<file path="src/rtl/hazard_scoreboard.sv">
// Decode-stage interlock: one latency down-counter per GPR, per FPR and for the
// FP condition flag. Decides stall/issue for the instruction sitting in decode.
module hazard_sb_cnt #(
    parameter int LAT_W = 3
) (
    input  logic             clk,
    input  logic             rst,
    input  logic             hold_i,
    input  logic             load_i,
    input  logic [LAT_W-1:0] val_i,
    output logic             busy_o,
    output logic             pend_o
);
    logic [LAT_W-1:0] cnt_q, cnt_d;

    always_comb begin
        cnt_d = cnt_q;
        if (!hold_i) begin
            if (load_i)
                cnt_d = val_i;
            else if (cnt_q != '0)
                cnt_d = cnt_q - 1'b1;
        end
    end

    always_ff @(posedge clk or posedge rst) begin
        if (rst) cnt_q <= '0;
        else     cnt_q <= cnt_d;
    end

    assign busy_o = (cnt_q != '0);
    // At 1 the result is forwardable this cycle, so readers only wait above 1.
    assign pend_o = (cnt_q > LAT_W'(1));
endmodule

module hazard_scoreboard #(
    parameter int LAT_W = 3,
    parameter int NREG  = 32
) (
    input  logic             clk,
    input  logic             rst,
    input  logic             id_valid,
    input  logic             flush,
    input  logic             ex_stall,
    input  logic [4:0]       rd,
    input  logic [4:0]       rs,
    input  logic [4:0]       rt,
    input  logic             d_from_gpr,
    input  logic             d_from_fpr,
    input  logic             d_to_gpr,
    input  logic             d_to_fpr,
    input  logic             s_from_gpr,
    input  logic             s_from_fpr,
    input  logic             t_from_gpr,
    input  logic             t_from_fpr,
    input  logic             from_fcond,
    input  logic             to_fcond,
    input  logic [LAT_W-1:0] latency,
    output logic             stall,
    output logic             issue,
    output logic [NREG-1:0]  busy_gpr,
    output logic [NREG-1:0]  busy_fpr,
    output logic             busy_fcond
);
    logic [NREG-1:0] pend_gpr, pend_fpr, ld_gpr, ld_fpr;
    logic            pend_fc, ld_fc;
    logic            go, raw, waw, hazard, ld_en;

    assign go = id_valid & ~flush;

    assign raw = (s_from_gpr & pend_gpr[rs]) | (s_from_fpr & pend_fpr[rs])
               | (t_from_gpr & pend_gpr[rt]) | (t_from_fpr & pend_fpr[rt])
               | (d_from_gpr & pend_gpr[rd]) | (d_from_fpr & pend_fpr[rd])
               | (from_fcond & pend_fc);

    // A second writer waits for the counter to fully drain, so a load never
    // races a decrement on the same counter.
    assign waw = (d_to_gpr & busy_gpr[rd]) | (d_to_fpr & busy_fpr[rd])
               | (to_fcond & busy_fcond);

    assign hazard = raw | waw;
    assign stall  = go & hazard;
    assign issue  = go & ~hazard & ~ex_stall;
    assign ld_en  = issue & (latency != '0);
    assign ld_fc  = ld_en & to_fcond;

    for (genvar g = 0; g < NREG; g++) begin : g_reg
        localparam logic [4:0] IDX = 5'(g);
        // r0 never loads, so its counter stays 0 from reset onward.
        assign ld_gpr[g] = ld_en & d_to_gpr & (rd == IDX) & (g != 0);
        assign ld_fpr[g] = ld_en & d_to_fpr & (rd == IDX);

        hazard_sb_cnt #(.LAT_W(LAT_W)) u_gpr (
            .clk(clk), .rst(rst), .hold_i(ex_stall), .load_i(ld_gpr[g]),
            .val_i(latency), .busy_o(busy_gpr[g]), .pend_o(pend_gpr[g]));

        hazard_sb_cnt #(.LAT_W(LAT_W)) u_fpr (
            .clk(clk), .rst(rst), .hold_i(ex_stall), .load_i(ld_fpr[g]),
            .val_i(latency), .busy_o(busy_fpr[g]), .pend_o(pend_fpr[g]));
    end

    hazard_sb_cnt #(.LAT_W(LAT_W)) u_fcond (
        .clk(clk), .rst(rst), .hold_i(ex_stall), .load_i(ld_fc),
        .val_i(latency), .busy_o(busy_fcond), .pend_o(pend_fc));
endmodule

</file>
<file path="config.mk">
export PLATFORM = sky130hd
export DESIGN_NAME = hazard_scoreboard
export DESIGN_NICKNAME = d
export VERILOG_FILES = /design/src/rtl/hazard_scoreboard.sv
export SDC_FILE = /design/constraint.sdc
export NUM_CORES = 1
export LEC_CHECK = 0
export CAP_MARGIN = 40
export CORE_MARGIN = 1
export CORE_UTILIZATION = 52
export DETAILED_ROUTE_END_ITERATION = 12
export MAX_ROUTING_LAYER = met4
export PLACE_DENSITY = 0.74
export SYNTH_ARGS = -nofsm -noshare
export SYNTH_HDL_FRONTEND = slang
export SYNTH_SLANG_ARGS = --single-unit
</file>
<file path="constraint.sdc">
create_clock -name clk -period 6.36 [get_ports clk]
set_input_delay 1.272 -clock clk [delete_from_list [all_inputs] [get_ports clk]]
set_output_delay 1.272 -clock clk [all_outputs]
set_load 0.01 [all_outputs]
</file>
* Word level (Yosys, flattened, before mapping) *
Index checks and enable logic that the tools add are counted.

operators by class
  $add $sub $neg = 65
  $lt $le $gt $ge = 68
  equality and inequality tests = 31
  mux-type cells = 144
  bitwise operators = 93
  reduce and logical (&&, ||, !) cells = 196

operator list
  cell                                                                              count
  3-bit two-way mux                                                                 128
  3-bit nonzero test                                                                66
  3-bit by 1-bit greater-than comparator with 1-bit output (second input constant)  65
  3-bit by 1-bit subtractor with 3-bit output (second input constant)               65
  2-bit AND reduction                                                               65
  2-bit nonzero test                                                                64
  1-bit AND                                                                         81
  5-bit equality test (second input constant)                                       16
  1-bit binary-select mux with 5-bit select                                         8
  5-bit by 4-bit equality test with 1-bit output (second input constant)            8
  5-bit by 3-bit equality test with 1-bit output (second input constant)            4
  5-bit by 6-bit less-than comparator with 1-bit output (second input constant)     3
  5-bit by 2-bit equality test with 1-bit output (second input constant)            2
  1-bit OR                                                                          9
  1-bit two-way mux                                                                 8
  5-bit by 1-bit equality test with 1-bit output (second input constant)            1
  5-bit logical NOT                                                                 1
  1-bit NOT                                                                         3

storage, ports and cells
  register bits = 195
  output and inout bits = 67
  word-level logic and storage cells = 662

* Logic depth before layout (Yosys ltp) *
Gate-level depths: netlist of the first run.

  depth in word-level cells = 19
  mapped depth = 16
  mapped depth without buffers = 11

* Cells and area by module *
From an unflattened synthesis of the first run, not the netlist that was laid out.

unflattened totals
  cells, all modules = 2007
  area, all modules = 19700.1 um^2

by module, submodules not included
  module             instances  cells each  area an instance (um^2)  sequential area each (um^2)
  hazard_sb_cnt      65         25          250.2                    75.1
  hazard_scoreboard  1          382         3434.5                   0.0

* Worst setup path before layout of the first run *
Ideal clock, no wire load.

  kind = in2out
  start = input port rt[0]
  end = output port stall
  arrival = 3911 ps
  required time = 5088 ps
  slack = 1177 ps
  cell stages on the path = 12
  buffers on the path = 4
  cells stage by stage = buf_2 nor2b_1 o211a_1 a311o_1 o41ai_2 o32ai_1 or4_4 nor4_2 buf_2 buf_4 buf_4 nor2_1

between the ends
  word-level cells in the longest chain between the ends = 10
  elaborated cells on any way between the ends = 13
  those cells by class = mux (4); bitwise (9)

RTL lines
  element                                    line  RTL
  start, declared                            47    input logic [4:0] rt,
  1-bit binary-select mux with 5-bit select  72    | (t_from_gpr & pend_gpr[rt]) | (t_from_fpr & pend_fpr[rt])
  1-bit two-way mux (implied by the code)    72
  1-bit AND                                  72
  1-bit OR                                   72
  1-bit OR *                                 72
  1-bit OR * (2 in a row)                    73    | (d_from_gpr & pend_gpr[rd]) | (d_from_fpr & pend_fpr[rd])
  1-bit OR *                                 74    | (from_fcond & pend_fc);
  1-bit OR *                                 81    assign hazard = raw | waw;
  1-bit AND *                                82    assign stall = go & hazard;
  end, declared                              59    output logic stall,

Mark *: on every way between the ends. The rest lies on a longest branch, timed or not. The select of a mux whose other input is x is not followed.

* Worst setup path in the final report of the first run *
  start = input port rd[3]
  end = output port issue

between the ends
  word-level cells in the longest chain between the ends = 10
  elaborated cells on any way between the ends = 21
  those cells by class = mux (8); bitwise (13)

RTL lines
  element                                    line  RTL
  start, declared                            45    input logic [4:0] rd,
  1-bit binary-select mux with 5-bit select  73
  1-bit two-way mux (implied by the code)    73
  1-bit AND                                  73
  1-bit OR (2 in a row)                      73
  1-bit OR                                   74
  1-bit OR *                                 81
  1-bit NOT *                                83    assign issue = go & ~hazard & ~ex_stall;
  1-bit AND * (2 in a row)                   83
  end, declared                              60    output logic issue,

Marked as above.

==> run_results.csv, run 1 <==
group,metric,value,unit
status,status,"completed",
timing,setup_violations,0,
hold_path,hold_depth,2,
synth,synthArstFlopShare,1.00,
floorplan,core,34700,sq um
timing,finClkSkew,0.0146,ns
floorplan,std_cell_rows,68,
drt,met2_length,36200,um
drt,vias_per_cell,7.11,
drt,m1WireLength,32800,um
synth,syn_inst,2209,
clock_tree,cts_root_buf,"clkbuf_16",
power_and_ir_drop,leakagePower,8.54,nW
setup_path,cp_slowest_cell,"or4_1",
setup_path,worstSetupPathType,"input pin to output port",
clock_tree,postCtsSetupBuffers,0,
drt,route.vias.total,19200,
clock_tree,numCtsBuffers,17,
timing,post-route-period-util,0.989,
cells_and_area,drive_gt1_frac,0.116,
cells_and_area,areaGrowthSynthToFinish,11.7,%
clock_tree,htreeDepth,4,
clock_tree,clkTransAtPathRegs,0.07,ns
drt,drt-total-wl,82600,um
grt,overflow,0,
synth,syn_area,18400,sq um
power_and_ir_drop,seqPwrFrac,0.291,
floorplan,fp.dieH,190,um
timing,rsz0062_at_grt,"false",
timing,maxSlewViolCount,0,
synth,synth_cell_types,86,
synth,ys.flop_type,"dfrtp_1",
synth,yosysWarnings,0,
placement,io_buffers,99,
grt,antenna_found_initial,4,
grt,grt_pass1_vias,18000,
run,drv_cap,0,
floorplan,ioPinCount,100,
setup_path,crit_chain,"clkdlybuf4s50_1 -> buf_12 -> or4b_1 -> buf_4 -> o22ai_1 -> nor4_1 -> a31oi_1 -> nand4_1 -> or4_1 -> nor3_1 -> clkdlybuf4s50_1",
setup_path,critPathArrivalTime,5.02,ns
drt,drt_pass1_iterations,6,
power_and_ir_drop,p_int,4.70,mW
power_and_ir_drop,vdd_drop_max,289,uV
drt,postRouteAntennaNets,0,
grt,track_usage,0.468,
setup_path,critPathMostFrequentCell,"clkdlybuf4s50_1",
setup_path,rr_worst_depth,14,
cells_and_area,nets,2456,
clock_tree,cts_tree,"built",
synth,ys_seq_area_frac,0.265,
cells_and_area,fin_cells,2705,
drt,detail_route.wl_per_cell,30.6,um
timing,fmax,159,MHz
power_and_ir_drop,p_sw,4.55,mW
cells_and_area,final_cell_mix,"205 x o21ai_0, 195 x ha_1, 195 x dfrtp_1",
synth,syn_nets,2437,
timing,tightest_slew,0.946,ns
setup_path,critPathMaxFanout,14,
placement,place_inst,2664,
timing,hold_viol,0,
floorplan,fp.dieW,190,um
synth,synth_edf_count,0,
placement,dpl_cell_area,19900,sq um
power_and_ir_drop,p_clk_frac,0.138,
drt,dr.max_layer_used,"met4",
timing,slew-limit-headroom,0.370,
clock_tree,clockBufferDepth,2,
placement,hpwl,60500,um
floorplan,die-area,36200,sq um
drt,drc,0,
setup_path,slowest_delay,0.64,ns
setup_path,required,5.09,ns
cells_and_area,postLayoutCellArea,20600,sq um
power_and_ir_drop,power_density,450,nW/um^2
cells_and_area,layout_commonest_cell,"o21ai_0",
synth,synth_area_per_cell,8.34,sq um
clock_tree,clkLatencyLatePin,0.49,ns
placement,gp_congestion,1.12,
floorplan,initial_core_util,0.531,
grt,grt_pass1_wl,119000,um
setup_path,end_kind,"output port",
synth,ys_seq_elements,195,
timing,setup_tns,0,ns
hold_path,hp-class,"register to register",
drt,drt_iter0_markers,2481,
power_and_ir_drop,pwr-share-comb,0.571,
setup_path,cp-start-kind,"input pin",
drt,met3WireLength,8580,um
timing,fin_crit,6.29,ns
power_and_ir_drop,p_sw_frac,0.491,
grt,grt_max_degree,195,
clock_tree,cts_num_sinks,195,
## area by class of cell
type,instances,area (sq um)
Antenna cell,9,22.5
Clock buffer,21,450
Clock inverter,11,198
Fill cell,3022,14100
Inverter,154,589
Multi-Input combinational cell,1646,11900
Sequential cell,195,4880
Tap cell,455,569
Timing Repair Buffer,214,2010
## power groups by stage
| stage | Sequential, mW | Clock [mW] | Combinational [mW] |
|---|---|---|---|
| 6_report | 2.70 | 1.27 | 5.28 |
| 3_5_place_dp | 2.67 | 0 | 5.11 |
| 4_1_cts | 2.65 | 1.27 | 5.16 |
| 5_1_grt | 2.77 | 1.31 | 5.70 |
| 2_1_floorplan | 2.40 | 0 | 3.57 |
| 3_3_place_gp | 2.62 | 0 | 4.90 |
## worst max-delay path, delay by kind of cell
| kind | cells | cell delay, ns |
|---|---|---|
| AOI/OAI and AO/OA | 2 | 0.52 |
| buffers and inverters | 4 | 1.48 |
| and+or+nand+nor | 5 | 1.74 |
## synthesized netlist by cell type, drive strengths merged (4+ instances only)
library cell,count,area (sq um)
o21ai,205,1030
dfrtp,195,4880
ha,195,2440
nor2,170,643
inv,154,578
nand3,149,746
nor3,116,586
buf,114,778
a211oi,105,858
clkbuf,100,375
nand2b,78,488
a31oi,69,432
a311oi,66,578
a21boi,57,428
a21oi,50,250
nand2,48,180
o21ba,46,460
a221oi,45,494
a41oi,33,289
o21bai,21,158
nor2b,16,100
nor4,14,154
mux4,11,248
a32oi,10,87.6
nand3b,10,75.1
o22ai,10,62.6
and2,8,50.1
a2111oi,6,52.6
a211o,6,52.6
a22oi,6,45.0
nand4,6,37.5
o2111ai,6,52.6
o311ai,6,52.6
or2,6,37.5
or3,6,37.5
or3b,6,52.6
mux2i,5,50.1
o211ai,5,37.5
or4,5,41.3
or4b,4,40.0
## cells by family (layout without fill, tap and decap cells)
kind of cell,count (synthesis),count (layout),synth area share
AOI/OAI and AO/OA,779,779,0.308
xor gates and xnor gates,1,1,0.000476
adders and majority gates,195,195,0.132
buffers and inverters,368,400,0.0940
DFF,195,195,0.265
muxes,17,17,0.0168
other,0,9,0
and+or+nand+nor,654,654,0.183
## metrics by stage
step	hold WS, ns	worst slack (ns)	total power [mW]	utilization
detailed placement	0.558	0.0364	7.78	0.573
global route	0.595	0.0304	9.79	0.592
finish	0.573	0.0724	9.25	0.593
CTS	0.575	0.000683	9.08	0.592
floorplan	0.518	1.18	5.97	-
global placement	0.544	0.0349	7.51	0.572
## metal layers
| layer | global-route usage | vias to the layer above |
|---|---|---|
| li1 | - | 8245 |
| met1 | 0.593 | 9378 |
| met2 | 0.692 | 1293 |
| met3 | 0.0977 | 319 |
| met4 | 0.264 | 0 |
| met5 | - | - |
## state kept, by name, summed over array words and instances (netlist names)
| register | flops |
|---|---|
| g.u_fpr.cnt_q | 96 |
| g.u_gpr.cnt_q | 96 |
| u_fcond.cnt_q | 3 |
## repair_timing
action,CTS,global route
hold buffers,0,0
setup endpoints to repair,0,1
resized for setup,0,1
## path summary, 6_finish.rpt
check | startpoint | endpoint | slack [ns]
max | rd[3] | issue | 0.07
min | g_reg[0].u_gpr.cnt_q[1] | g_reg[0].u_gpr.cnt_q[1] | 0.57
max reg2reg | g_reg[27].u_fpr.cnt_q[1] | g_reg[15].u_fpr.cnt_q[2] | 1.65
min reg2reg | g_reg[0].u_gpr.cnt_q[1] | g_reg[0].u_gpr.cnt_q[1] | 0.57
max in group asynchronous | rst | g_reg[28].u_fpr.cnt_q[2] | 4.00
min in group asynchronous | rst | g_reg[4].u_fpr.cnt_q[2] | 1.13
(Power assumes the default switching activity.)
==> run 2: changes to the inputs <==
- CTS_BUF_LIST: not set -> sky130_fd_sc_hd__clkbuf_8
==> run_results.csv, run 2 (synthesis gave the netlist of run 1 again) <==
group,metric,value,unit
power_and_ir_drop,vdd_drop_max,257,uV
setup_path,worstSetupPathType,"input pin to output port",
cells_and_area,areaGrowthSynthToFinish,10.6,%
cells_and_area,fin_util,0.587,
cells_and_area,nets,2456,
clock_tree,cts_tree,"built",
setup_path,critPathArrivalTime,5.04,ns
cells_and_area,reg_top3,"g.u_fpr.cnt_q: 96 flops, g.u_gpr.cnt_q: 96 flops, u_fcond.cnt_q: 3 flops",
drt,detail_route.wl_per_cell,30.4,um
cells_and_area,final_cell_mix,"205 x o21ai_0, 195 x ha_1, 195 x dfrtp_1",
setup_path,critPathLaunch,"rt[3]",
setup_path,required,5.09,ns
setup_path,rrSetupSlack,1.63,ns
floorplan,die-area,36200,sq um
drt,drc,0,
clock_tree,cts_root_buf,"clkbuf_8",
drt,drt_iter0_markers,2404,
drt,route.vias.total,19000,
clock_tree,cts_hold_repair.buffers,0,
placement,gp_congestion,1.12,
run,drv_cap,0,
clock_tree,htreeDepth,4,
floorplan,initial_core_util,0.531,
clock_tree,clkTransAtPathRegs,0.11,ns
timing,maxSlewViolCount,0,
timing,hold_viol,0,
cells_and_area,fillers,3051,
setup_path,end_kind,"output port",
clock_tree,postCtsSetupBuffers,0,
setup_path,regToRegEndpoint,"g_reg[0].u_fpr.cnt_q[1]",
grt,grt_pass1_vias,17900,
drt,drt_pass1_iterations,6,
floorplan,fp.dieH,190,um
setup_path,rr_worst_depth,13,
grt,overflow,0,
status,status,"completed",
timing,setup_violations,0,
grt,antenna_found_initial,4,
drt,vias_per_cell,7.03,
clock_tree,numCtsBuffers,17,
timing,fin_crit,6.31,ns
timing,slew-limit-headroom,0.345,
cells_and_area,drive_gt1_frac,0.116,
hold_path,hp-class,"register to register",
setup_path,cp-start-kind,"input pin",
clock_tree,cts_resized,0,
grt,grt_pass1_wl,119000,um
floorplan,ioPinCount,100,
floorplan,std_cell_rows,68,
floorplan,core,34700,sq um
hold_path,hold_end,"g_reg[0].u_gpr.cnt_q[1]",
grt,grt_max_degree,195,
setup_path,critPathMaxFanout,8,
placement,io_buffers,99,
clock_tree,clkLatencyLatePin,0.56,ns
timing,rsz0062_at_grt,"false",
timing,tightest_slew,0.982,ns
timing,post-route-period-util,0.992,
floorplan,fp.dieW,190,um
clock_tree,cts_num_sinks,195,
timing,fmax,159,MHz
clock_tree,clockBufferDepth,2,
grt,track_usage,0.465,
drt,drt-total-wl,82100,um
hold_path,min_from,"g_reg[0].u_gpr.cnt_q[1]",
cells_and_area,layout_commonest_cell,"o21ai_0",
hold_path,hold_depth,2,
timing,finClkSkew,0.0234,ns
setup_path,reg2reg_from,"g_reg[27].u_fpr.cnt_q[1]",
timing,setup_tns,0,ns
power_and_ir_drop,power_density,440,nW/um^2
drt,postRouteAntennaNets,0,
power_and_ir_drop,leakagePower,8.46,nW
placement,hpwl,60500,um
[run 2: critical path: stages]
cell             delay, ns
clkdlybuf4s50_1       0.81
inv_1                 0.15
o311ai_0              0.12
o21bai_1              0.15
or4b_1                0.48
o311ai_0              0.37
buf_4                 0.20
nand4_1               0.14
or4_1                 0.55
nor3_1                0.22
clkdlybuf4s50_1       0.56
[run 2: layout make-up]
class | instances | area, sq um | area share
timing repair buffer | 214 | 2010 | 0.0988
multi-input combinational | 1646 | 11900 | 0.582
tap | 455 | 569 | 0.0279
clock inverter | 14 | 209 | 0.0103
antenna | 5 | 12.5 | 0.000614
inverter | 154 | 589 | 0.0289
clock buffer | 18 | 248 | 0.0122
sequential | 195 | 4880 | 0.240
[run 2: layer usage]
metal	wire (um)	track usage	part of all wire	up-vias
met5	0	-	0	-
met2	36000	0.682	0.44	1220
met4	5060	0.273	0.062	0
li1	-	-	-	8240
met1	32600	0.588	0.40	9234
met3	8510	0.102	0.10	301
[run 2: stage by stage]
| step | instances | hold slack [ns] | total power [mW] | setup slack [ns] | area [sq um] |
|---|---|---|---|---|---|
| 6_report | 2701 | 0.585 | 8.96 | 0.0516 | 20400 |
| 3_3_place_gp | 2661 | 0.544 | 7.51 | 0.0349 | 19900 |
| 4_1_cts | 2696 | 0.583 | 8.79 | 0.000683 | 20400 |
| 3_5_place_dp | 2664 | 0.558 | 7.78 | 0.0364 | 19900 |
| 5_1_grt | 2701 | 0.603 | 9.51 | 0.0214 | 20400 |
| 2_1_floorplan | 2209 | 0.518 | 5.97 | 1.18 | 18400 |
[run 2: worst max path at each step]
stage	slack, ns	cells after the start	endpoint
after floorplan	1.18	12	stall
after global placement	0.03	11	issue
after detailed placement	0.04	11	issue
after CTS	0.0007	11	issue
after global routing	0.02	11	issue
final	0.05	11	issue
[run 2: report_power, final]
| part | switching [mW] | internal [mW] | leakage [nW] |
|---|---|---|---|
| logic | 3.14 | 2.13 | 5.95 |
| clock network | 0.527 | 0.477 | 0.238 |
| registers | 0.827 | 1.86 | 2.27 |
